### src/rtl/text_console_writer.sv
// -----------------------------------------------------------------------------
// text_console_writer
// Drains the character FIFO one byte at a time and renders it into a COLS x ROWS
// character buffer. It tracks the cursor and handles CR, LF and backspace. Moving
// onto a new row clears that row. After the last row the cursor wraps to row 0.
// A full-screen clear runs after every reset.
//
// Optional feature: define CONSOLE_BKSP_EN to make 0x08 a destructive backspace.
// Without it, 0x08 is dropped like any other control byte.
//
// Ports:
//   i_clk         clock, all logic on the rising edge
//   i_rst         asynchronous reset, active low
//   i_char_in     FIFO head byte (first-word-fall-through)
//   i_char_avail  FIFO non-empty
//   o_pop         combinational; consumes i_char_in at this rising edge
//   o_wr_en       character-buffer write strobe
//   o_wr_addr     write address, row*COLS+col
//   o_wr_data     byte to store
//   o_cursor_col  current cursor column
//   o_cursor_row  current cursor row
//   o_busy        high while a screen or row clear is in progress
// -----------------------------------------------------------------------------
module text_console_writer #(
    parameter int unsigned COLS = 80,
    parameter int unsigned ROWS = 30,
    parameter int unsigned AW   = $clog2(COLS * ROWS),
    parameter int unsigned CW   = $clog2(COLS),
    parameter int unsigned RW   = $clog2(ROWS)
) (
    input  logic          i_clk,
    input  logic          i_rst,
    input  logic [7:0]    i_char_in,
    input  logic          i_char_avail,
    output logic          o_pop,
    output logic          o_wr_en,
    output logic [AW-1:0] o_wr_addr,
    output logic [7:0]    o_wr_data,
    output logic [CW-1:0] o_cursor_col,
    output logic [RW-1:0] o_cursor_row,
    output logic          o_busy
);

    localparam int unsigned NCELL = COLS * ROWS;
    localparam logic [7:0]  SPACE = 8'h20;

    typedef enum logic [1:0] {
        CLR_ALL,
        IDLE,
        EXEC,
        CLR_ROW
    } state_t;

    state_t        r_state;
    state_t        w_state_nxt;
    logic [7:0]    r_held;
    logic [7:0]    w_held;
    logic [AW-1:0] r_cnt;
    logic [AW-1:0] w_cnt;
    logic          r_wr_en;
    logic          w_wr_en;
    logic [AW-1:0] r_wr_addr;
    logic [AW-1:0] w_wr_addr;
    logic [7:0]    r_wr_data;
    logic [7:0]    w_wr_data;
    logic [CW-1:0] r_col;
    logic [CW-1:0] w_col;
    logic [RW-1:0] r_row;
    logic [RW-1:0] w_row;
    logic          r_busy;
    logic          w_adv;
    logic [AW-1:0] w_row_base;
    logic [AW-1:0] w_cur_addr;

    // Start address of the current row and the cursor cell address
    assign w_row_base = AW'(r_row) * AW'(COLS);
    assign w_cur_addr = w_row_base + AW'(r_col);

    // State and registered outputs
    always_ff @(posedge i_clk or negedge i_rst) begin
        if (!i_rst) begin
            r_state   <= CLR_ALL;
            r_held    <= 8'h00;
            r_cnt     <= '0;
            r_wr_en   <= 1'b0;
            r_wr_addr <= '0;
            r_wr_data <= SPACE;
            r_col     <= '0;
            r_row     <= '0;
            r_busy    <= 1'b1;
        end else begin
            r_state   <= w_state_nxt;
            r_held    <= w_held;
            r_cnt     <= w_cnt;
            r_wr_en   <= w_wr_en;
            r_wr_addr <= w_wr_addr;
            r_wr_data <= w_wr_data;
            r_col     <= w_col;
            r_row     <= w_row;
            r_busy    <= (w_state_nxt == CLR_ALL) || (w_state_nxt == CLR_ROW);
        end
    end

    // Next-state, write generation and cursor update
    always_comb begin
        w_state_nxt = r_state;
        w_held      = r_held;
        w_cnt       = r_cnt;
        w_wr_en     = 1'b0;
        w_wr_addr   = r_wr_addr;
        w_wr_data   = r_wr_data;
        w_col       = r_col;
        w_row       = r_row;
        w_adv       = 1'b0;
        o_pop       = 1'b0;

        case (r_state)
            CLR_ALL: begin
                w_wr_en   = 1'b1;
                w_wr_addr = r_cnt;
                w_wr_data = SPACE;
                if (r_cnt == AW'(NCELL - 1)) begin
                    w_cnt       = '0;
                    w_state_nxt = IDLE;
                end else begin
                    w_cnt = r_cnt + AW'(1);
                end
            end

            IDLE: begin
                o_pop = i_char_avail;
                if (i_char_avail) begin
                    w_held      = i_char_in;
                    w_state_nxt = EXEC;
                end
            end

            EXEC: begin
                w_state_nxt = IDLE;
                if (r_held >= 8'h20 && r_held <= 8'h7E) begin
                    w_wr_en   = 1'b1;
                    w_wr_addr = w_cur_addr;
                    w_wr_data = r_held;
                    if (r_col == CW'(COLS - 1)) begin
                        w_col = '0;
                        w_adv = 1'b1;
                    end else begin
                        w_col = r_col + CW'(1);
                    end
                end else if (r_held == 8'h0D) begin
                    w_col = '0;
                end else if (r_held == 8'h0A) begin
                    w_adv = 1'b1;
`ifdef CONSOLE_BKSP_EN
                end else if (r_held == 8'h08 && r_col != '0) begin
                    // Backspace at column 0 falls through as a no-op
                    w_col     = r_col - CW'(1);
                    w_wr_en   = 1'b1;
                    w_wr_addr = w_cur_addr - AW'(1);
                    w_wr_data = SPACE;
`endif
                end

                if (w_adv) begin
                    w_row       = (r_row == RW'(ROWS - 1)) ? '0 : r_row + RW'(1);
                    w_cnt       = '0;
                    w_state_nxt = CLR_ROW;
                end
            end

            CLR_ROW: begin
                // r_row already holds the new row here
                w_wr_en   = 1'b1;
                w_wr_addr = w_row_base + r_cnt;
                w_wr_data = SPACE;
                if (r_cnt == AW'(COLS - 1)) begin
                    w_cnt       = '0;
                    w_state_nxt = IDLE;
                end else begin
                    w_cnt = r_cnt + AW'(1);
                end
            end

            default: begin
                w_state_nxt = CLR_ALL;
            end
        endcase
    end

    assign o_wr_en      = r_wr_en;
    assign o_wr_addr    = r_wr_addr;
    assign o_wr_data    = r_wr_data;
    assign o_cursor_col = r_col;
    assign o_cursor_row = r_row;
    assign o_busy       = r_busy;

endmodule

### config.mk
export PLATFORM = sky130hd
export DESIGN_NAME = text_console_writer
export DESIGN_NICKNAME = d
export VERILOG_FILES = /design/src/rtl/text_console_writer.sv
export SDC_FILE = /design/constraint.sdc
export NUM_CORES = 1
export LEC_CHECK = 0
export BUFFER_PORTS_ARGS = -buffer_cell sky130_fd_sc_hd__buf_2
export CORE_MARGIN = 1.5
export CORE_UTILIZATION = 60
export DETAILED_ROUTE_END_ITERATION = 10
export GPL_TIMING_DRIVEN = 0
export PLACE_DENSITY = 0.82
export SETUP_SLACK_MARGIN = 0.05
export SYNTH_ARGS = -nofsm -noshare
export SYNTH_HDL_FRONTEND = slang
export SYNTH_SLANG_ARGS = --single-unit
### constraint.sdc
create_clock -name i_clk -period 4.4 [get_ports i_clk]
set_input_delay 0.66 -clock i_clk [delete_from_list [all_inputs] [get_ports i_clk]]
set_output_delay 0.66 -clock i_clk [all_outputs]
set_load 0.005 [all_outputs]
==> results of run 1 <==
[final timing paths]
kind,startpoint,endpoint,slack [ns],cells after the start
min in group i_clk,o_wr_addr[6]$_DFFE_PN0P_,o_wr_addr[6]$_DFFE_PN0P_,0.53,1
max,r_state[1]$_DFF_PN0_,o_wr_addr[10]$_DFFE_PN0P_,1.03,10
max in group asynchronous,i_rst,r_cnt[7]$_DFFE_PN0P_,3.55,1
max reg2reg,r_state[1]$_DFF_PN0_,o_wr_addr[10]$_DFFE_PN0P_,1.03,10
min,i_rst,o_cursor_row[2]$_DFFE_PN0P_,0.37,1
min reg2reg,o_wr_addr[6]$_DFFE_PN0P_,o_wr_addr[6]$_DFFE_PN0P_,0.53,1
[layout make-up]
class                   instances  area [sq um]  area share, %
multi-input cells             281          1960           50.0
flip-flops and latches         56          1400           35.8
inverters                      19          71.3           1.82
repair buffers                 45           228           5.81
well taps                      72          90.1           2.30
plain buffers                  12          70.1           1.79
clock inverters                 2          15.0          0.383
clock buffers                   6          82.6           2.11
[stage by stage]
stage	area, sq um	total power, W
after floorplan	3500	0.000525
after global placement	3820	0.000539
after global routing	3920	0.000860
after CTS	3920	0.000832
final	3920	0.000823
after detailed placement	3820	0.000540
[critical path: cells and delay by family, from the launching register on]
family          cells  cell delay [ns]
compound gates      4             0.93
fa+ha+maj           3             0.92
buf+inv             1             0.42
flops               1             0.45
mux                 1             0.40
simple gates        1             0.09
[kinds of logic after synthesis]
logic type / count (synthesis) / share of synthesized area, %
buf+inv: 31 / 4.03
simple gates: 141 / 21.6
compound gates: 95 / 19.2
fa+ha+maj: 23 / 8.64
mux: 13 / 4.18
flops: 56 / 40.1
xor+xnor: 9 / 2.25
[report_power, final]
part | leakage, nW | internal, W | switching, W
sequential | 0.736 | 0.000514 | 0
combinational | 1.18 | 0.00000344 | 0.0000108
clock | 0.0434 | 0.000128 | 0.000167
total | 1.96 | 0.000645 | 0.000178
[cells in the final DEF (no fill, tap or decap), drive strengths merged, types with 5 or more instances in the layout]
| master | count |
|---|---|
| a21o | 5 |
| a21oi | 15 |
| a22o | 9 |
| a31oi | 7 |
| a32o | 6 |
| and3 | 8 |
| buf | 51 |
| clkbuf | 12 |
| dfrtp | 54 |
| ha | 21 |
| inv | 19 |
| mux2 | 13 |
| nand2 | 53 |
| nand3 | 6 |
| nor2 | 24 |
| nor3 | 10 |
| nor4 | 6 |
| o21ai | 24 |
| o31ai | 5 |
| xnor2 | 8 |
[sequential cells by signal (all words and copies together), names as in the netlist, 2 cells and up]
signal,count
o_wr_addr,12
o_cursor_col,7
r_state,2
r_held,8
o_wr_data,8
r_cnt,12
o_cursor_row,5
[per-layer routing]
metal,wire length (um),vias up,track usage (%)
li1,-,1447,-
met1,3800,1522,40.4
met2,3870,89,45.0
met3,436,8,4.11
met4,64,0,5.79
met5,0,-,0
==> results.sh, run 1 <==
export IMPL_status="finished clean"
export IMPL_min_period_ns=3.37
export IMPL_grt_overflow_total=0
export IMPL_first_pass_iters=5
export IMPL_area_delta_synth_final_pct=11.9
export IMPL_critPathMaxFanout=10
export IMPL_synth_edff_count=0
export IMPL_seq_area_frac_synth_pct=40.1
export IMPL_critPathMostFrequentCell="ha_1"
export IMPL_grt_max_degree=57
export IMPL_fillCellCount=441
export IMPL_synth_top_cell_by_area="dfrtp_1"
export IMPL_endpoint_kind="flop"
export IMPL_fp_dieArea_sq_um=6310
export IMPL_grt_pass1_wl_um=13700
export IMPL_dp_final_hpwl_um=5960
export IMPL_slowest_delay_ns=0.45
export IMPL_setup_ws_ns=1.03
export IMPL_tightest_slew_ns=0.714
export IMPL_utilization_pct=70.3
export IMPL_startpoint_type="flop"
export IMPL_finalSetupTns_ns=0
export IMPL_num_rows=27
export IMPL_clock_sinks=56
export IMPL_whs_ns=0.373
export IMPL_synthFlopType="dfrtp_1"
export IMPL_nets=454
export IMPL_required_ns=4.57
export IMPL_die_w_um=79.4
export IMPL_drtIter0Drc=222
export IMPL_cts_tree="yes"
export IMPL_h_tree_depth=2
export IMPL_postCtsSetupRepairBufs=0
export IMPL_ys_warn_count=0
export IMPL_async_reset_ff_share_pct=100
export IMPL_cts_root_buffer="clkbuf_8"
export IMPL_synth_cells=368
export IMPL_antenna_cells=0
export IMPL_clockBufferDepth=2
export IMPL_finClkSkew_ns=0.00839
export IMPL_ys_top_cells_by_area="dfrtp_1, ha_1, nand2_1, mux2_2, nor2_1"
export IMPL_crit_path_cell_trace="ha_1, clkbuf_1, mux2_2, ha_1, fa_1, a21o_1, a21oi_1, nor4_1, o41ai_1, a31oi_1"
export IMPL_critPathKind="flop to flop"
export IMPL_setup_viol=0
export IMPL_syn_nets=402
export IMPL_remaining_drc_errors=0
export IMPL_antenna_found_initial=0
export IMPL_place_gp_congestion=0.891
export IMPL_vias=3066
export IMPL_initial_core_util_pct=62.9
export IMPL_rsz0062_at_grt="no"
export IMPL_syn_area_per_cell_sq_um=9.52
export IMPL_grt_pass1_vias=2809
export IMPL_period_share_pct=76.5
export IMPL_synth_cell_type_count=60
export IMPL_netlist_top_cells_count="dfrtp_1, nand2_1, nor2_1"
export IMPL_antenna_left=0
export IMPL_ys_ff_latch=56
export IMPL_relSlewSlack_pct=52.3
export IMPL_final_max_slew_viol_count=0
export IMPL_ios=46
export IMPL_place_ws_ns=1.07
export IMPL_routedWlPerCell_um=16.6
export IMPL_ctsHoldBuffers=0
export IMPL_fmax_mhz=297
export IMPL_placed_cells=485
export IMPL_p_leak_nw=1.96
export IMPL_arrival_ns=3.53
export IMPL_yosysMostFrequentCell="dfrtp_1"
export IMPL_layout_drive_gt1_share_pct=20.2
export IMPL_cts_buffers=5
export IMPL_grt_usage_pct=28.0
export IMPL_synth_top_area_share_pct=38.6
export IMPL_via_per_inst=6.22
export IMPL_critPathSlowestCell="dfrtp_1"
export IMPL_core_area_sq_um=5570
export IMPL_hold_class="input port to asynchronous set/reset pin"
export IMPL_hold_viol=0
export IMPL_maxCapViolations=0
export IMPL_cts_resized=0
export IMPL_numPortBuffers=45
export IMPL_worstSkewPairLatency_ns=0.31
export IMPL_routed_wl_um=8170
export IMPL_clk_pin_slew_worst_paths_ns=0.10
export IMPL_peakVddDrop_v=0.000143
export IMPL_synthesis_area_sq_um=3500
export IMPL_p_per_area_nw_per_um2=210
export IMPL_die_h_um=79.4
export IMPL_final_cells=493
Power figures use the tool's default switching activity.
==> inputs of run 2 (changes only) <==
- CORE_UTILIZATION: 60 -> 58
- PLACE_DENSITY: 0.82 -> 0.8
- clock period: 4.4 -> 3.45 ns (I/O delays scaled with it)
==> results.sh, run 2 (synthesis gave the netlist of run 1 again) <==
export IMPL_drtIter0Drc=221
export IMPL_critPathKind="flop to flop"
export IMPL_vias=3003
export IMPL_required_ns=3.63
export IMPL_place_ws_ns=0.130
export IMPL_num_rows=28
export IMPL_antenna_cells=0
export IMPL_placed_cell_area_sq_um=3820
export IMPL_area_delta_synth_final_pct=11.8
export IMPL_slowest_delay_ns=0.46
export IMPL_endpoint_kind="flop"
export IMPL_remaining_drc_errors=0
export IMPL_min_period_ns=3.12
export IMPL_rsz0062_at_grt="no"
export IMPL_clockBufferDepth=2
export IMPL_ctsHoldBuffers=0
export IMPL_period_share_pct=90.4
export IMPL_met3_usage_pct=3.71
export IMPL_totalPowerFinal_w=0.00104
export IMPL_placed_cells=488
export IMPL_grt_usage_pct=26.7
export IMPL_arrival_ns=3.29
export IMPL_place_gp_congestion=0.839
export IMPL_initial_core_util_pct=59.5
export IMPL_finClkSkew_ns=0.00594
export IMPL_clk_pin_slew_worst_paths_ns=0.10
export IMPL_clock_sinks=56
export IMPL_layout_drive_gt1_share_pct=20.7
export IMPL_p_per_area_nw_per_um2=265
export IMPL_finish_instance_area_sq_um=3920
export IMPL_postCtsSetupRepairBufs=0
export IMPL_startpoint_type="flop"
export IMPL_grt_max_degree=57
export IMPL_final_cells=496
export IMPL_pwr_share_clk_pct=35.0
export IMPL_dp_final_hpwl_um=5960
export IMPL_antenna_left=0
export IMPL_finalSetupTns_ns=0
export IMPL_final_max_slew_viol_count=0
export IMPL_cts_root_buffer="clkbuf_8"
export IMPL_power_internal_w=0.000803
export IMPL_final_cell_mix="dfrtp_1, nand2_1, buf_2, nor2_1, ha_1"
export IMPL_numPortBuffers=45
export IMPL_grt_pass1_vias=2835
export IMPL_routedWlPerCell_um=16.4
export IMPL_fp_dieArea_sq_um=6520
export IMPL_grt_busiest_layer="met2"
export IMPL_final_seq_area_sq_um=1400
export IMPL_critPathMostFrequentCell="ha_1"
export IMPL_hold_class="input port to asynchronous set/reset pin"
export IMPL_core_area_sq_um=5890
export IMPL_relSlewSlack_pct=53.3
export IMPL_p_comb_share_pct=1.8
export IMPL_p_leak_nw=1.97
export IMPL_setup_ws_ns=0.333
export IMPL_final_common_cell="dfrtp_1"
export IMPL_grt_overflow_total=0
export IMPL_setup_viol=0
export IMPL_use_met1_pct=38.0
export IMPL_cts_tree="yes"
export IMPL_nets=454
export IMPL_ios=46
export IMPL_seqPwrFrac_pct=63.3
export IMPL_multi_input_area_sq_um=1960
export IMPL_crit_path_cell_trace="ha_1, clkbuf_2, mux2_2, ha_1, fa_1, a21o_1, a21oi_2, nor4_1, o41ai_1, a31oi_1"
export IMPL_grt_pass1_wl_um=13500
export IMPL_die_h_um=80.7
export IMPL_h_tree_depth=2
export IMPL_status="finished clean"
export IMPL_p_sw_share_pct=22.6
export IMPL_routed_wl_um=8120
export IMPL_fmax_mhz=321
export IMPL_use_met2_pct=42.3
export IMPL_critPathSlowestCell="dfrtp_1"
export IMPL_die_w_um=80.7
export IMPL_tightest_slew_ns=0.700
export IMPL_via_per_inst=6.05
export IMPL_fillCellCount=501
export IMPL_hold_viol=0
export IMPL_peakVddDrop_v=0.000206
export IMPL_worstSkewPairLatency_ns=0.31
export IMPL_critPathMaxFanout=10
export IMPL_antenna_found_initial=0
export IMPL_maxCapViolations=0
export IMPL_cts_resized=0
export IMPL_switchingPower_w=0.000234
export IMPL_cts_buffers=5
export IMPL_first_pass_iters=4
## run 2: power groups by stage
| stage | combinational [W] | clock, W | sequential (W) |
|---|---|---|---|
| floorplan | 0.000000164 | 0 | 0.000669 |
| global placement | 0.0000189 | 0 | 0.000669 |
| detailed placement | 0.0000194 | 0 | 0.000669 |
| CTS | 0.0000195 | 0.000375 | 0.000656 |
| global route | 0.0000221 | 0.000404 | 0.000656 |
| finish | 0.0000185 | 0.000362 | 0.000656 |
## run 2: metrics by stage
step / util, % / hold WS [ns]
floorplan: - / 0.222
global placement: 65.0 / 0.488
detailed placement: 65.0 / 0.516
CTS: 66.5 / 0.417
global route: 66.6 / 0.297
finish: 66.6 / 0.244
## run 2: layout make-up
cell class                      count  share of cell area (%)
Buffer                             12                    1.82
Clock buffer                        5                    1.76
Clock inverter                      3                   0.479
Inverter                           19                    1.82
Multi-Input combinational cell    281                    50.1
Sequential cell                    56                    35.8
Tap cell                           75                    2.39
Timing Repair Buffer               45                    5.81
## run 2: final timing paths
kind	startpoint	end	slack (ns)	cells past startpoint
setup / recovery	r_state[1]$_DFF_PN0_	o_wr_addr[10]$_DFFE_PN0P_	0.33	10
hold / removal	i_rst	o_cursor_row[1]$_DFFE_PN0P_	0.24	1
setup reg to reg	r_state[1]$_DFF_PN0_	o_wr_addr[10]$_DFFE_PN0P_	0.33	10
hold reg to reg	o_wr_data[7]$_DFFE_PN0P_	o_wr_data[7]$_DFFE_PN0P_	0.54	1
max in group asynchronous	i_rst	r_cnt[6]$_DFFE_PN0P_	2.75	1
min in group i_clk	i_char_in[1]	r_held[1]$_DFFE_PN0P_	0.43	2
## run 2: routing by layer
layer | up-vias | wire (um)
met5 | - | 0
met4 | 0 | 108
met3 | 8 | 355
met2 | 83 | 3780
met1 | 1472 | 3870
li1 | 1440 | -
## run 2: critical path: cells and delay by family, from the launching register on
kind / cells / cell delay [ns]
AOI/OAI and AO/OA: 4 / 0.89
and+or+nand+nor: 1 / 0.07
buffers and inverters: 1 / 0.27
DFF: 1 / 0.46
muxes: 1 / 0.36
adders and majority gates: 3 / 0.92
==> inputs of run 3 (changes only) <==
- CORE_ASPECT_RATIO: default -> 0.8
==> results.sh, run 3 (synthesis gave the netlist of run 1 again) <==
export IMPL_antenna_found_initial=0
export IMPL_initial_core_util_pct=59.6
export IMPL_endpoint_kind="flop"
export IMPL_tightest_slew_ns=0.696
export IMPL_antenna_cells=0
export IMPL_p_per_area_nw_per_um2=263
export IMPL_final_cell_mix="dfrtp_1, nand2_1, buf_2, nor2_1, ha_1"
export IMPL_placed_cells=494
export IMPL_fp_dieArea_sq_um=6520
export IMPL_core_area_sq_um=5880
export IMPL_grt_pass1_wl_um=13300
export IMPL_whs_ns=0.247
export IMPL_grt_usage_pct=25.7
export IMPL_arrival_ns=3.36
export IMPL_final_max_slew_viol_count=0
export IMPL_required_ns=3.62
export IMPL_critPathKind="flop to flop"
export IMPL_finClkSkew_ns=0.0112
export IMPL_ctsHoldBuffers=0
export IMPL_rsz0062_at_grt="no"
export IMPL_grt_overflow_total=0
export IMPL_routedWlPerCell_um=16.3
export IMPL_startpoint_type="flop"
export IMPL_die_h_um=72.5
export IMPL_dp_final_hpwl_um=5960
export IMPL_antenna_left=0
export IMPL_grt_pass1_vias=2699
export IMPL_relSlewSlack_pct=53.6
export IMPL_setup_ws_ns=0.261
export IMPL_clockBufferDepth=2
export IMPL_postCtsSetupRepairBufs=0
export IMPL_clock_sinks=56
export IMPL_finalSetupTns_ns=0
export IMPL_worstSkewPairLatency_ns=0.31
export IMPL_hold_class="input port to asynchronous set/reset pin"
export IMPL_routed_wl_um=8170
export IMPL_critPathMaxFanout=10
export IMPL_num_rows=25
export IMPL_place_ws_ns=0.119
export IMPL_area_delta_synth_final_pct=11.9
export IMPL_peakVddDrop_v=0.000175
export IMPL_cts_root_buffer="clkbuf_8"
export IMPL_drtIter0Drc=208
export IMPL_place_gp_congestion=0.886
export IMPL_cts_tree="yes"
export IMPL_hold_viol=0
export IMPL_h_tree_depth=2
export IMPL_remaining_drc_errors=0
export IMPL_first_pass_iters=4
export IMPL_cts_buffers=5
export IMPL_setup_viol=0
export IMPL_layout_drive_gt1_share_pct=20.2
export IMPL_final_common_cell="dfrtp_1"
export IMPL_cts_resized=0
export IMPL_final_cells=502
export IMPL_fmax_mhz=314
export IMPL_nets=454
export IMPL_min_period_ns=3.19
export IMPL_ios=46
export IMPL_status="finished clean"
export IMPL_numPortBuffers=45
export IMPL_maxCapViolations=0
export IMPL_grt_max_degree=57
export IMPL_clk_pin_slew_worst_paths_ns=0.10
export IMPL_p_leak_nw=1.96
export IMPL_vias=3038
export IMPL_period_share_pct=92.4
export IMPL_via_per_inst=6.05
export IMPL_die_w_um=89.9
export IMPL_totalPowerFinal_w=0.00103
## run 3: changes by cell type in the layout (fill, tap and decap cells not counted)
cell      previous run  this run
ha_1                21        20
ha_2                 0         1
clkinv_2             2         0
a21oi_2              1         0
clkbuf_1             5         7
a21oi_1             14        15
## run 3: worst paths after layout
check	start	end	slack, ns	depth (start not counted)
worst max-delay path	r_state[1]$_DFF_PN0_	o_wr_addr[10]$_DFFE_PN0P_	0.26	10
worst min-delay path	i_rst	o_cursor_col[0]$_DFFE_PN0P_	0.25	1
worst max register to register	r_state[1]$_DFF_PN0_	o_wr_addr[10]$_DFFE_PN0P_	0.26	10
worst min register to register	o_wr_data[7]$_DFFE_PN0P_	o_wr_data[7]$_DFFE_PN0P_	0.53	1
max in group asynchronous	i_rst	o_wr_en$_DFF_PN0_	2.75	1
min in group i_clk	i_char_in[2]	r_held[2]$_DFFE_PN0P_	0.43	2
## run 3: routing by layer
metal,routed length [um],global-route usage [%]
met1,3970,38.3
met2,3650,38.8
met3,474,4.93
met4,69,6.35
met5,0,0
## run 3: metrics by stage
stage | util [%] | instance area, sq um
floorplan | - | 3500
global placement | 65.1 | 3830
detailed placement | 65.1 | 3830
CTS | 66.6 | 3920
global route | 66.7 | 3920
finish | 66.7 | 3920
## run 3: area by class of cell
type                    count  area [sq um]
flip-flops and latches     56          1400
plain buffers              12          71.3
clock inverters             1          8.76
multi-input cells         281          1960
fillers                   508          1960
clock buffers               7          76.3
inverters                  19          71.3
repair buffers             45           228
well taps                  81           101
## run 3: worst max-delay path, stage by stage, from the launching register on
cell	delay (ns)
dfrtp_1	0.46
ha_2	0.30
clkbuf_2	0.24
mux2_2	0.36
ha_1	0.21
fa_1	0.42
a21o_1	0.18
a21oi_1	0.29
nor4_1	0.08
o41ai_1	0.38
a31oi_1	0.13
## run 3: power by group
part	internal, W	switching (W)	total (W)
clock network	0.000146	0.000210	0.000356
registers	0.000656	0	0.000656
logic	0.00000438	0.0000138	0.0000182
total	0.000806	0.000224	0.00103
